==> config.mk <==
export PLATFORM = sky130hd
export DESIGN_NAME = alu_seq
export DESIGN_NICKNAME = d
export VERILOG_FILES = /design/src/rtl/alu_seq.sv
export SDC_FILE = /design/constraint.sdc
export NUM_CORES = 1
export LEC_CHECK = 0
export BUFFER_PORTS_ARGS = -buffer_cell sky130_fd_sc_hd__buf_4
export CORE_MARGIN = 2
export CORE_UTILIZATION = 50
export DETAILED_ROUTE_END_ITERATION = 12
export GPL_ROUTABILITY_DRIVEN = 0
export PLACE_DENSITY = 0.79
export SLEW_MARGIN = 20
export SYNTH_ARGS = -nofsm -noshare
export SYNTH_HDL_FRONTEND = slang
export SYNTH_SLANG_ARGS = --single-unit
==> constraint.sdc <==
create_clock -name clk -period 4.05 [get_ports clk]
set_input_delay 0.81 -clock clk [delete_from_list [all_inputs] [get_ports clk]]
set_output_delay 0.81 -clock clk [all_outputs]
set_load 0.05 [all_outputs]
==> src/rtl/alu_seq.sv <==
// alu_seq: multi-word ALU sequencer.
// Walks an N-word operation LSW-first. For each word it reads the LHS and RHS
// from operand memory, presents them to the ALU, and writes the result back.
// Optional build macro ALU_SEQ_ABORT_EN adds an abort input and an aborted flag.
//
// state   | meaning
// --------+-----------------------------------------------------------
// S_IDLE  | waiting for start; request fields latched on accept
// S_RD_L  | read LHS word i
// S_RD_R  | read RHS word i; capture LHS data into alu_lhs
// S_LATCH | capture RHS data into alu_rhs; select ALU op for word i
// S_WR    | ALU driven, result written to dst+i, flags accumulated
// S_DONE  | one-cycle done pulse; ALU op cleared
module alu_seq #(
    parameter int WIDTH = 8,
    parameter int AW    = 8,
    parameter int LEN_W = 4
) (
    input  logic             clk,
    input  logic             rst_n,
`ifdef ALU_SEQ_ABORT_EN
    input  logic             abort,
    output logic             aborted,
`endif
    input  logic             start,
    input  logic [3:0]       op_first,
    input  logic [3:0]       op_next,
    input  logic [AW-1:0]    lhs_base,
    input  logic [AW-1:0]    rhs_base,
    input  logic [AW-1:0]    dst_base,
    input  logic [LEN_W-1:0] len,
    output logic             busy,
    output logic             done,
    output logic             res_zero,
    output logic             res_carry,
    output logic             res_sign,
    output logic             res_ovf,
    output logic [AW-1:0]    mem_addr,
    output logic             mem_rd,
    input  logic [WIDTH-1:0] mem_rdata,
    output logic             mem_wr,
    output logic [WIDTH-1:0] mem_wdata,
    output logic [WIDTH-1:0] alu_lhs,
    output logic [WIDTH-1:0] alu_rhs,
    output logic [3:0]       alu_operation,
    output logic             alu_assert_n,
    input  logic [WIDTH-1:0] alu_result,
    input  logic             alu_zero,
    input  logic             alu_carry,
    input  logic             alu_sign,
    input  logic             alu_ovf
);

    typedef enum logic [2:0] {
        S_IDLE, S_RD_L, S_RD_R, S_LATCH, S_WR, S_DONE
    } state_t;

    state_t           state_q, state_d;
    logic [LEN_W-1:0] idx_q, idx_d;
    logic [LEN_W-1:0] len_q, len_d;
    logic [AW-1:0]    lhs_base_q, lhs_base_d;
    logic [AW-1:0]    rhs_base_q, rhs_base_d;
    logic [AW-1:0]    dst_base_q, dst_base_d;
    logic [3:0]       op_first_q, op_first_d;
    logic [3:0]       op_next_q, op_next_d;
    logic [WIDTH-1:0] alu_lhs_q, alu_lhs_d;
    logic [WIDTH-1:0] alu_rhs_q, alu_rhs_d;
    logic [3:0]       alu_op_q, alu_op_d;
    logic             res_zero_q, res_zero_d;
    logic             res_carry_q, res_carry_d;
    logic             res_sign_q, res_sign_d;
    logic             res_ovf_q, res_ovf_d;
    logic             abort_req;

`ifdef ALU_SEQ_ABORT_EN
    logic aborted_q, aborted_d;
    assign abort_req = abort;
    assign aborted   = aborted_q;

    // Aborted flag: cleared on accept, set when an abort cuts the op short.
    always_comb begin
        aborted_d = aborted_q;
        if (state_q == S_IDLE && start) begin
            aborted_d = 1'b0;
        end else if (abort_req && (state_q == S_RD_L || state_q == S_RD_R ||
                                   state_q == S_LATCH || state_q == S_WR)) begin
            aborted_d = 1'b1;
        end
    end

    // Aborted flag register.
    always_ff @(posedge clk or negedge rst_n) begin
        if (!rst_n) aborted_q <= 1'b0;
        else        aborted_q <= aborted_d;
    end
`else
    assign abort_req = 1'b0;
`endif

    assign alu_lhs       = alu_lhs_q;
    assign alu_rhs       = alu_rhs_q;
    assign alu_operation = alu_op_q;
    assign res_zero      = res_zero_q;
    assign res_carry     = res_carry_q;
    assign res_sign      = res_sign_q;
    assign res_ovf       = res_ovf_q;

    // Next-state, datapath updates and memory/ALU strobes decoded from state.
    always_comb begin
        state_d      = state_q;
        idx_d        = idx_q;
        len_d        = len_q;
        lhs_base_d   = lhs_base_q;
        rhs_base_d   = rhs_base_q;
        dst_base_d   = dst_base_q;
        op_first_d   = op_first_q;
        op_next_d    = op_next_q;
        alu_lhs_d    = alu_lhs_q;
        alu_rhs_d    = alu_rhs_q;
        alu_op_d     = alu_op_q;
        res_zero_d   = res_zero_q;
        res_carry_d  = res_carry_q;
        res_sign_d   = res_sign_q;
        res_ovf_d    = res_ovf_q;
        mem_addr     = '0;
        mem_rd       = 1'b0;
        mem_wr       = 1'b0;
        mem_wdata    = '0;
        alu_assert_n = 1'b1;
        busy         = 1'b0;
        done         = 1'b0;
        case (state_q)
            S_IDLE: begin
                if (start) begin
                    len_d      = len;
                    lhs_base_d = lhs_base;
                    rhs_base_d = rhs_base;
                    dst_base_d = dst_base;
                    op_first_d = op_first;
                    op_next_d  = op_next;
                    idx_d      = '0;
                    // A zero-length op leaves the previous flags untouched.
                    if (len == '0) begin
                        state_d = S_DONE;
                    end else begin
                        res_zero_d = 1'b1;
                        state_d    = S_RD_L;
                    end
                end
            end
            S_RD_L: begin
                busy     = 1'b1;
                mem_rd   = 1'b1;
                mem_addr = lhs_base_q + AW'(idx_q);
                state_d  = abort_req ? S_DONE : S_RD_R;
            end
            S_RD_R: begin
                busy      = 1'b1;
                mem_rd    = 1'b1;
                mem_addr  = rhs_base_q + AW'(idx_q);
                alu_lhs_d = mem_rdata;
                state_d   = abort_req ? S_DONE : S_LATCH;
            end
            S_LATCH: begin
                busy      = 1'b1;
                alu_rhs_d = mem_rdata;
                alu_op_d  = (idx_q == '0) ? op_first_q : op_next_q;
                state_d   = abort_req ? S_DONE : S_WR;
            end
            S_WR: begin
                busy         = 1'b1;
                alu_assert_n = 1'b0;
                mem_wr       = 1'b1;
                mem_addr     = dst_base_q + AW'(idx_q);
                mem_wdata    = alu_result;
                res_zero_d   = res_zero_q & alu_zero;
                res_carry_d  = alu_carry;
                res_sign_d   = alu_sign;
                res_ovf_d    = alu_ovf;
                idx_d        = idx_q + LEN_W'(1);
                // The word is still written on abort; only the loop is cut.
                state_d      = (abort_req || idx_d == len_q) ? S_DONE : S_RD_L;
            end
            S_DONE: begin
                done     = 1'b1;
                alu_op_d = '0;
                state_d  = S_IDLE;
            end
            default: state_d = S_IDLE;
        endcase
    end

    // State and datapath registers.
    always_ff @(posedge clk or negedge rst_n) begin
        if (!rst_n) begin
            state_q     <= S_IDLE;
            idx_q       <= '0;
            len_q       <= '0;
            lhs_base_q  <= '0;
            rhs_base_q  <= '0;
            dst_base_q  <= '0;
            op_first_q  <= '0;
            op_next_q   <= '0;
            alu_lhs_q   <= '0;
            alu_rhs_q   <= '0;
            alu_op_q    <= '0;
            res_zero_q  <= 1'b1;
            res_carry_q <= 1'b0;
            res_sign_q  <= 1'b0;
            res_ovf_q   <= 1'b0;
        end else begin
            state_q     <= state_d;
            idx_q       <= idx_d;
            len_q       <= len_d;
            lhs_base_q  <= lhs_base_d;
            rhs_base_q  <= rhs_base_d;
            dst_base_q  <= dst_base_d;
            op_first_q  <= op_first_d;
            op_next_q   <= op_next_d;
            alu_lhs_q   <= alu_lhs_d;
            alu_rhs_q   <= alu_rhs_d;
            alu_op_q    <= alu_op_d;
            res_zero_q  <= res_zero_d;
            res_carry_q <= res_carry_d;
            res_sign_q  <= res_sign_d;
            res_ovf_q   <= res_ovf_d;
        end
    end

endmodule

-- After elaboration in Yosys (flattened, before gate mapping)
Cells that the tools add are included.
Widths: inputs -> output; s select.
- $add $sub $neg: 4
- eq/ne operators: 8
- muxes and demuxes: 18
- bitwise operators: 1
- reduce and logical (&&, ||, !) cells: 10
- operators by type and width (cell ; number):
    $add 8x4->8 ; 3
    $pmux 8 s3 ; 1
    $pmux 4 s2 ; 2
    $pmux 3 s5 ; 1
    $mux 3 ; 3
    $logic_not 4->1 ; 2
    $mux 4 ; 2
    $mux 8 ; 1
    $mux 1 ; 7
    $eq 3x2->1 const B ; 2
    $eq 3x3->1 const B ; 2
    $add 4x1->4 const B ; 1
    $eq 4x4->1 ; 1
    $ne 2x2->1 const B ; 2
    $reduce_and 2->1 ; 2
    $reduce_bool 2->1 ; 2
    $reduce_or 4->1 ; 1
    $eq 3x1->1 const B ; 1
    $logic_not 3->1 ; 1
    $reduce_and 3->1 ; 1
    $pmux 1 s2 ; 1
    $reduce_or 2->1 ; 1
    $and 1x1->1 ; 1
- register bits: 67
- bits of input ports: 59
- word-level logic and storage cells: 56

-- Depth between registers and ports, before layout
Gate-level depths: netlist of the first run.
- depth after elaboration: 4
- mapped depth: 13
- mapped depth without buffers: 12

-- Worst setup path before layout of the first run
OpenSTA, ideal clock, no wires.
- kind: reg-to-output
- start: register state_q[1]
- end: output port mem_addr[2]
- data arrival time: 2979 ps
- data required time: 3240 ps
- slack: 261 ps
- cell stages (with the launch flop): 6
- buffers on the path: 1
- path through: dfrtp_1 -> buf_4 -> nand2b_1 -> a21oi_1 -> nor2_1 -> nor3_1
- cells in the longest elaborated chain, start to end: 2
- elaborated cells between the ends (all ways): 4
- those cells by class: 3 x eq/ne; 1 x mux
- ends and longest elaborated chain (element ; RTL line ; text):
    start, declared ; 58 ; state_t state_q, state_d;
    start signal, assigned ; 212 ; state_q <= state_d;
    $eq 3x3->1, or another cell as far along ; 132 ; case (state_q)
    $pmux 8 s3 (*) ; 132 ;
    end, declared ; 38 ; output logic [AW-1:0] mem_addr,
Mark *: on every way between the ends. The rest lies on a longest branch, timed or not.

-- Worst setup path after layout of the first run
- start: register state_q[1]
- end: output port mem_addr[6]
Same word-level chain as after synthesis.

==> flow_summary.json, run 1 <==
{
  "grt_max_degree": 68,
  "tns_ns": 0,
  "fp.dieH_um": 86.09,
  "synth_edf_count": 0,
  "maxSlewViolCount": 0,
  "crit_type": "reg2out",
  "io_buffers": 103,
  "drt_iter0_drc": 226,
  "cts_tree": "built",
  "yosys.area.top_type": "dfrtp_1",
  "fillCellCount": 490,
  "synth_compound_area_frac": 0.1103,
  "area_delta_synth_final_pct": 30.78,
  "cts-root-buf": "clkbuf_8",
  "cts_hold_buf": 0,
  "cts.sinks": 67,
  "syn_area_um2": 3369,
  "max_freq_ghz": 0.2568,
  "synth_top_family_by_area": "multiplexers",
  "first_global_vias": 2542,
  "multi_input_area_um2": 1568,
  "n_antenna_cell": 0,
  "die-area_um2": 7411,
  "clock_path_buffers": 2,
  "synth_warnings": 0,
  "cp.arrival_ns": 3.08,
  "synthArstFlopShare": 1.000,
  "status": "complete, no violations",
  "wl_per_cell_um": 16.28,
  "synth_common_cells": "dfrtp_1 (66), mux2_2 (53), o21ai_0 (12)",
  "place_area_um2": 4165,
  "ys_ff_latch": 67,
  "min_period_ns": 3.895,
  "num_vias": 2571,
  "antenna_found_initial": 0,
  "ys.flop_type": "dfrtp_1",
  "routed_wl_um": 7603,
  "cp_max_fo": 10,
  "hold_viol": 0,
  "grt_overflow_total": 0,
  "nets": 451,
  "synth_area_leaders": "dfrtp_1 (49%), mux2_2 (18%), xnor2_1 (2.3%)",
  "holdCritPathClass": "reg2reg",
  "path_clk_slew_ns": 0.07,
  "synth_most_common_cell": "dfrtp_1",
  "synth-simple-area-share": 0.09915,
  "hold_ws_ns": 0.4984,
  "syn_inst": 278,
  "ant_nets": 0,
  "design_area_um2": 4407,
  "dr.pass1.iters": 4,
  "final.setup_skew_ns": 0.007679,
  "layout-drive-gt1-share": 0.5077,
  "seq_area_frac_synth": 0.4980,
  "synth_xor_xnor_area_share": 0.02599,
  "grt_pass1_wl_um": 12310,
  "synth_adder_area_share": 0.02822,
  "clk_latency_ns": 0.34,
  "rsz0062_at_grt": "no",
  "syn_avg_cell_area_um2": 12.12,
  "tightest_slew_ns": 0.9866,
  "finalCritPeriodShare": 0.9616,
  "cts-htree-levels": 3,
  "track_usage": 0.2151,
  "seq_area_um2": 1680,
  "syn_nets": 344,
  "start_kind": "register",
  "setup_viol": 0,
  "relSlewSlack": 0.3407,
  "std_cell_rows": 29,
  "vias_per_cell": 5.505,
  "dp_hpwl_um": 5662,
  "drc": 0,
  "core_area_um2": 6422,
  "synthMuxAreaShare": 0.1987,
  "synth.top_cell.area_share": 0.4902,
  "cts_inserted_buffers": 9,
  "end_kind": "output port",
  "io_pins": 104,
  "required_ns": 3.24,
  "max-cap-violations": 0,
  "die_w_um": 86.09,
  "start_util": 0.5246,
  "ys_types": 50
}
==> area by class of cell <==
| type | instances | area share |
|---|---|---|
| clock buffers | 10 | 0.03123 |
| clock inverters | 6 | 0.01476 |
| inverters | 10 | 0.009370 |
| multi-input cells | 188 | 0.3558 |
| flip-flops and latches | 67 | 0.3813 |
| well taps | 77 | 0.02186 |
| repair buffers | 109 | 0.1857 |
==> metal layers <==
layer	up-vias	wire length (um)	track usage
met5	-	0	0
met4	0	87	0.08947
met2	116	3660	0.3326
met3	9	616	0.06737
met1	1221	3240	0.2810
li1	1225	-	-
==> sequential cells by signal, summed over array words and instances (netlist names) <==
| register | cells |
|---|---|
| alu_lhs | 8 |
| alu_rhs | 8 |
| dst_base_q | 8 |
| lhs_base_q | 8 |
| rhs_base_q | 8 |
| alu_operation | 4 |
| idx_q | 4 |
| len_q | 4 |
| op_first_q | 4 |
| op_next_q | 4 |
| state_q | 3 |
| res_carry | 1 |
| res_ovf | 1 |
| res_sign | 1 |
| res_zero | 1 |
==> stage by stage <==
step	cells	setup WS, ns	util
2_1_floorplan	278	0.2607	-
3_3_place_gp	448	0.4767	0.6485
3_5_place_dp	448	0.3307	0.6485
4_1_cts	464	0.01001	0.6805
5_1_grt	467	0.02171	0.6861
6_report	467	0.1554	0.6861
==> placed cells by master (no fill, tap or decap), drive strengths merged, types with 2 or more instances in the layout <==
cell and count:
buf 109, dfrtp 66, mux2 55, o21ai 14
nor2 13, clkbuf 10, a21oi 9, xnor2 9
o22ai 9, nand2 9, inv 9, and3 8
nor3 7, ha 6, nor2b 5, mux2i 5
o22a 5, o221ai 5, nand2b 4, nand3 4
clkinv 4, clkinvlp 2, a2bb2oi 2, a22o 2
or2 2, nor3b 2
==> critical path: stages (launching register included) <==
cell     delay (ns)
dfrtp_2        0.49
inv_1          0.23
o22ai_1        0.14
a21oi_1        0.20
ha_1           0.21
inv_1          0.06
fa_1           0.37
nor2b_1        0.17
o21a_1         0.13
nor2_1         0.06
o311a_1        0.35
a21o_1         0.16
buf_4          0.18
==> logic make-up after synthesis <==
family	after synthesis
flops	67
mux	60
simple gates	58
compound gates	53
buf+inv	23
xor+xnor	10
fa+ha+maj	7
==> final timing paths <==
| path | end | from | cells past startpoint | slack [ns] |
|---|---|---|---|---|
| max | mem_addr[6] | state_q[1] | 12 | 0.16 |
| min | dst_base_q[7] | dst_base_q[7] | 1 | 0.50 |
| max reg2reg | rhs_base_q[2] | state_q[1] | 5 | 1.46 |
| min reg2reg | dst_base_q[7] | dst_base_q[7] | 1 | 0.50 |
| max in group asynchronous | state_q[0] | rst_n | 1 | 2.89 |
| min in group asynchronous | op_next_q[1] | rst_n | 1 | 0.56 |
==> repair_timing <==
item                                    in CTS  in global routing
endpoints found under the setup margin       1                  2
hold endpoints to repair                     0                  0
setup buffers                                0                  3
resized for setup                            1                  4
Power of run 1 is not shown: default switching activity piles up to over one toggle a cycle in this logic, so the estimate is an artifact.
==> inputs of run 2 (changes only) <==
==> constraint.sdc (replaced) <==
create_clock -name clk -period 4.25 [get_ports clk]
set_input_delay 0.85 -clock clk [delete_from_list [all_inputs] [get_ports clk]]
set_output_delay 0.85 -clock clk [all_outputs]
set_load 0.05 [all_outputs]
==> flow_summary.json, run 2 (synthesis results as in run 1) <==
{
  "use_met1": 0.2819,
  "ant_nets": 0,
  "grt_use_met2": 0.3249,
  "die-area_um2": 7411,
  "cp.arrival_ns": 3.21,
  "cts.sinks": 67,
  "wl_per_cell_um": 16.08,
  "worst-r2r-setup-slack_ns": 1.79,
  "min_path_cells": 1,
  "die_w_um": 86.09,
  "rr_worst_depth": 4,
  "holdCritPathClass": "reg2reg",
  "cts_tree": "built",
  "clk_latency_ns": 0.34,
  "first_global_vias": 2519,
  "path_clk_slew_ns": 0.07,
  "std_cell_rows": 29,
  "tns_ns": 0,
  "hold_ws_ns": 0.4968,
  "setup_viol": 0,
  "io_buffers": 103,
  "layout-drive-gt1-share": 0.4987,
  "grt_overflow_total": 0,
  "vias_per_cell": 5.519,
  "maxSlewViolCount": 0,
  "hold_end": "rhs_base_q[7]",
  "final.setup_skew_ns": 0.01080,
  "busiest_layer": "met2",
  "grt_max_degree": 68,
  "cp_max_fo": 13,
  "hold_start": "rhs_base_q[7]",
  "finalCritPeriodShare": 0.9557,
  "nets": 447,
  "final_common_cell": "buf_4",
  "layout_common_cells": "buf_4 (105), dfrtp_1 (65), mux2_2 (53), o21ai_0 (12), clkbuf_8 (11)",
  "place_area_um2": 4158,
  "required_ns": 3.40,
  "area_delta_synth_final_pct": 29.67,
  "io_pins": 104,
  "cts_inserted_buffers": 9,
  "max-cap-violations": 0,
  "drc": 0,
  "cts-htree-levels": 3,
  "antenna_found_initial": 0,
  "status": "complete, no violations",
  "routed_wl_um": 7428,
  "tightest_slew_ns": 0.9736,
  "fin_cells": 462,
  "hold_viol": 0,
  "r2r-start": "state_q[1]",
  "start_util": 0.5246,
  "core_area_um2": 6422,
  "dp_hpwl_um": 5400,
  "fp.dieH_um": 86.09,
  "min_period_ns": 4.062,
  "n_antenna_cell": 0,
  "num_vias": 2550,
  "end_kind": "output port",
  "clock_path_buffers": 2,
  "placed_cells": 447,
  "start_kind": "register",
  "grt_pass1_wl_um": 12240,
  "cts_setup_buffers": 0,
  "design_area_um2": 4369,
  "cts-root-buf": "clkbuf_8",
  "track_usage": 0.2134,
  "dr.pass1.iters": 4,
  "r2r-end": "dst_base_q[3]",
  "max_freq_ghz": 0.2462,
  "drt_iter0_drc": 179,
  "met3_usage": 0.07892,
  "relSlewSlack": 0.3494,
  "crit_type": "reg2out"
}
-- run 2: per-layer routing --
metal  wire length [um]  share of wire
met2               3536           0.48
met4                 97          0.013
met5                  0              0
met1               3227           0.43
met3                566          0.076
-- run 2: worst max path at each step --
stage / to / cells past startpoint / startpoint
after floorplan: mem_addr[2] / 5 / state_q[1]
after global routing: mem_addr[6] / 13 / state_q[1]
after CTS: mem_addr[6] / 13 / state_q[0]
final: mem_addr[6] / 13 / state_q[1]
after detailed placement: mem_addr[6] / 13 / state_q[0]
after global placement: mem_addr[6] / 13 / state_q[0]
-- run 2: stage by stage --
step           setup WS, ns  utilization
6_report             0.1883       0.6803
5_1_grt          -0.0001561       0.6803
4_1_cts             0.03023       0.6787
3_5_place_dp         0.4303       0.6474
3_3_place_gp         0.5398       0.6474
2_1_floorplan        0.4207            -
-- run 2: cell type report --
cell class	instances	area, um^2
sequential	67	1679
clock buffer	11	151.4
fill	499	2053
timing repair buffer	105	788.3
inverter	10	41.29
clock inverter	4	50.05
multi-input combinational	188	1563
tap	77	96.34
-- run 2: worst max-delay path, cell delays in order (launching register included) --
cell and delay [ns]:
dfrtp_1 0.56, buf_4 0.25, o22a_2 0.16, o22ai_1 0.06
a21oi_1 0.15, ha_1 0.18, inv_1 0.05, fa_1 0.38
nor2b_1 0.20, o21a_1 0.14, nor2_1 0.06, o311a_1 0.35
a21o_1 0.15, buf_4 0.18
-- run 2: what timing repair did --
| item | CTS | global route |
|---|---|---|
| hold buffers | 0 | 0 |
| setup endpoints to repair | 0 | 1 |
| endpoints found under the hold margin | 0 | 0 |
| resized for setup | 0 | 4 |
Power of run 2 is left out for the same reason.
==> inputs of run 3 (changes only) <==
--- a/config.mk
+++ b/config.mk
@@ -6,7 +6,7 @@
 export NUM_CORES = 1
 export LEC_CHECK = 0
 export BUFFER_PORTS_ARGS = -buffer_cell sky130_fd_sc_hd__buf_4
-export CORE_MARGIN = 2
+export CORE_MARGIN = 1
 export CORE_UTILIZATION = 50
 export DETAILED_ROUTE_END_ITERATION = 12
 export GPL_ROUTABILITY_DRIVEN = 0
==> flow_summary.json, run 3 (synthesis results as in run 1) <==
{
  "status": "finished, violations left",
  "violations": "design-rule violations",
  "final_common_cell": "buf_4",
  "crit_cells": 13,
  "start_util": 0.5246,
  "cp_max_fo": 11,
  "dr.pass1.iters": 8,
  "final.setup_skew_ns": 0.005540,
  "setup_viol": 0,
  "rsz0062_at_grt": "no",
  "drc": 8,
  "cts_tree": "built",
  "tns_ns": 0,
  "cts-root-buf": "clkbuf_8",
  "crit_type": "reg2out",
  "crit_slowest_cell": "dfrtp_2",
  "clock_path_buffers": 2,
  "max-cap-violations": 0,
  "holdCritPathClass": "reg2reg",
  "setup_slack_ns": 0.2172,
  "first_global_vias": 2667,
  "worst-r2r-setup-slack_ns": 1.79,
  "min_path_cells": 1,
  "cp.arrival_ns": 3.18,
  "n_antenna_cell": 0,
  "cp_top_family": "compound AO/OA/AOI/OAI gates",
  "cts_hold_buf": 0,
  "fillCellCount": 487,
  "finalCritPeriodShare": 0.9489,
  "min_period_ns": 4.033,
  "cts-htree-levels": 3,
  "required_ns": 3.40,
  "vias_per_cell": 5.561,
  "tightest_slew_ns": 0.9975,
  "nets": 447,
  "layout_common_cells": "buf_4 (105), dfrtp_1 (65), mux2_2 (53), o21ai_0 (12)",
  "relSlewSlack": 0.3334,
  "std_cell_rows": 29,
  "path_clk_slew_ns": 0.07,
  "routed_wl_um": 7491,
  "max_freq_ghz": 0.2480,
  "cts_setup_buffers": 0,
  "grt_pass1_wl_um": 12640,
  "drt_iter0_drc": 162,
  "hold_viol": 0,
  "start_kind": "register",
  "io_pins": 104,
  "core_area_um2": 6422,
  "place_ws_ns": 0.3737,
  "die-area_um2": 7071,
  "end_kind": "output port",
  "area_delta_synth_final_pct": 30.41,
  "crit_chain": "nand2b_2, o22a_2, o22ai_1, a21oi_1, ha_1, inv_1, fa_1, nor2b_1, o21a_1, nor2_1, o311a_1, a21o_1, buf_4",
  "cts.sinks": 67,
  "fp.dieH_um": 84.09,
  "critPathBufInv": 2,
  "cts_inserted_buffers": 9,
  "track_usage": 0.2312,
  "io_buffers": 103,
  "die_w_um": 84.09,
  "maxSlewViolCount": 0,
  "dp_hpwl_um": 5460,
  "wl_per_cell_um": 16.21,
  "critPathMaxStageDelay_ns": 0.47,
  "clk_latency_ns": 0.34,
  "grt_overflow_total": 0,
  "layout-drive-gt1-share": 0.4935,
  "num_vias": 2569,
  "rr_worst_depth": 4,
  "ant_nets": 0,
  "antenna_found_initial": 0,
  "grt_max_degree": 68
}
run 3: cell count changes in the layout (fill, tap and decap cells not counted):
cell	before	now
inv_1	8	9
clkbuf_1	0	1
bufinv_16	1	3
clkinvlp_4	3	1
clkbuf_8	11	9
run 3: worst paths after layout:
| check | start | end |
|---|---|---|
| setup / recovery | state_q[0] | mem_addr[6] |
| hold / removal | rhs_base_q[7] | rhs_base_q[7] |
| setup reg to reg | state_q[1] | rhs_base_q[6] |
| hold reg to reg | rhs_base_q[7] | rhs_base_q[7] |
| max in group asynchronous | rst_n | state_q[0] |
| min in group asynchronous | rst_n | op_next_q[2] |
run 3: layout make-up:
cell class	instances	area (um^2)	area share
Sequential cell	67	1679	0.3821
Multi-Input combinational cell	188	1563	0.3556
Timing Repair Buffer	105	788.3	0.1794
Clock buffer	10	127.6	0.02904
Clock inverter	5	102.6	0.02335
Tap cell	77	96.34	0.02192
Inverter	10	37.54	0.008542
run 3: through the flow:
stage          instances  area [um^2]  hold slack, ns    util
3_5_place_dp         447         4158          0.4832  0.6474
2_1_floorplan        278         3369          0.4584       -
4_1_cts              462         4388          0.4982  0.6832
5_1_grt              462         4394          0.5068  0.6842
6_report             462         4394          0.4984  0.6842
3_3_place_gp         447         4158          0.4642  0.6474
run 3: what timing repair did:
item / in CTS / in global routing
hold endpoints to repair: 0 / 0
endpoints found under the setup margin: 0 / 1
resized for setup: 0 / 3
run 3: worst register-to-register path: stages (launching register included):
cell	delay [ns]
dfrtp_1	0.50
nor2_2	0.41
nand2_1	0.20
nor2_4	0.78
mux2_2	0.45
run 3: per-layer routing:
metal,wire length (um),GRT usage
met1,3118,0.2834
met2,3699,0.3800
met3,603,0.07913
met4,69,0.08150
met5,0,0
Power of run 3 is left out for the same reason.
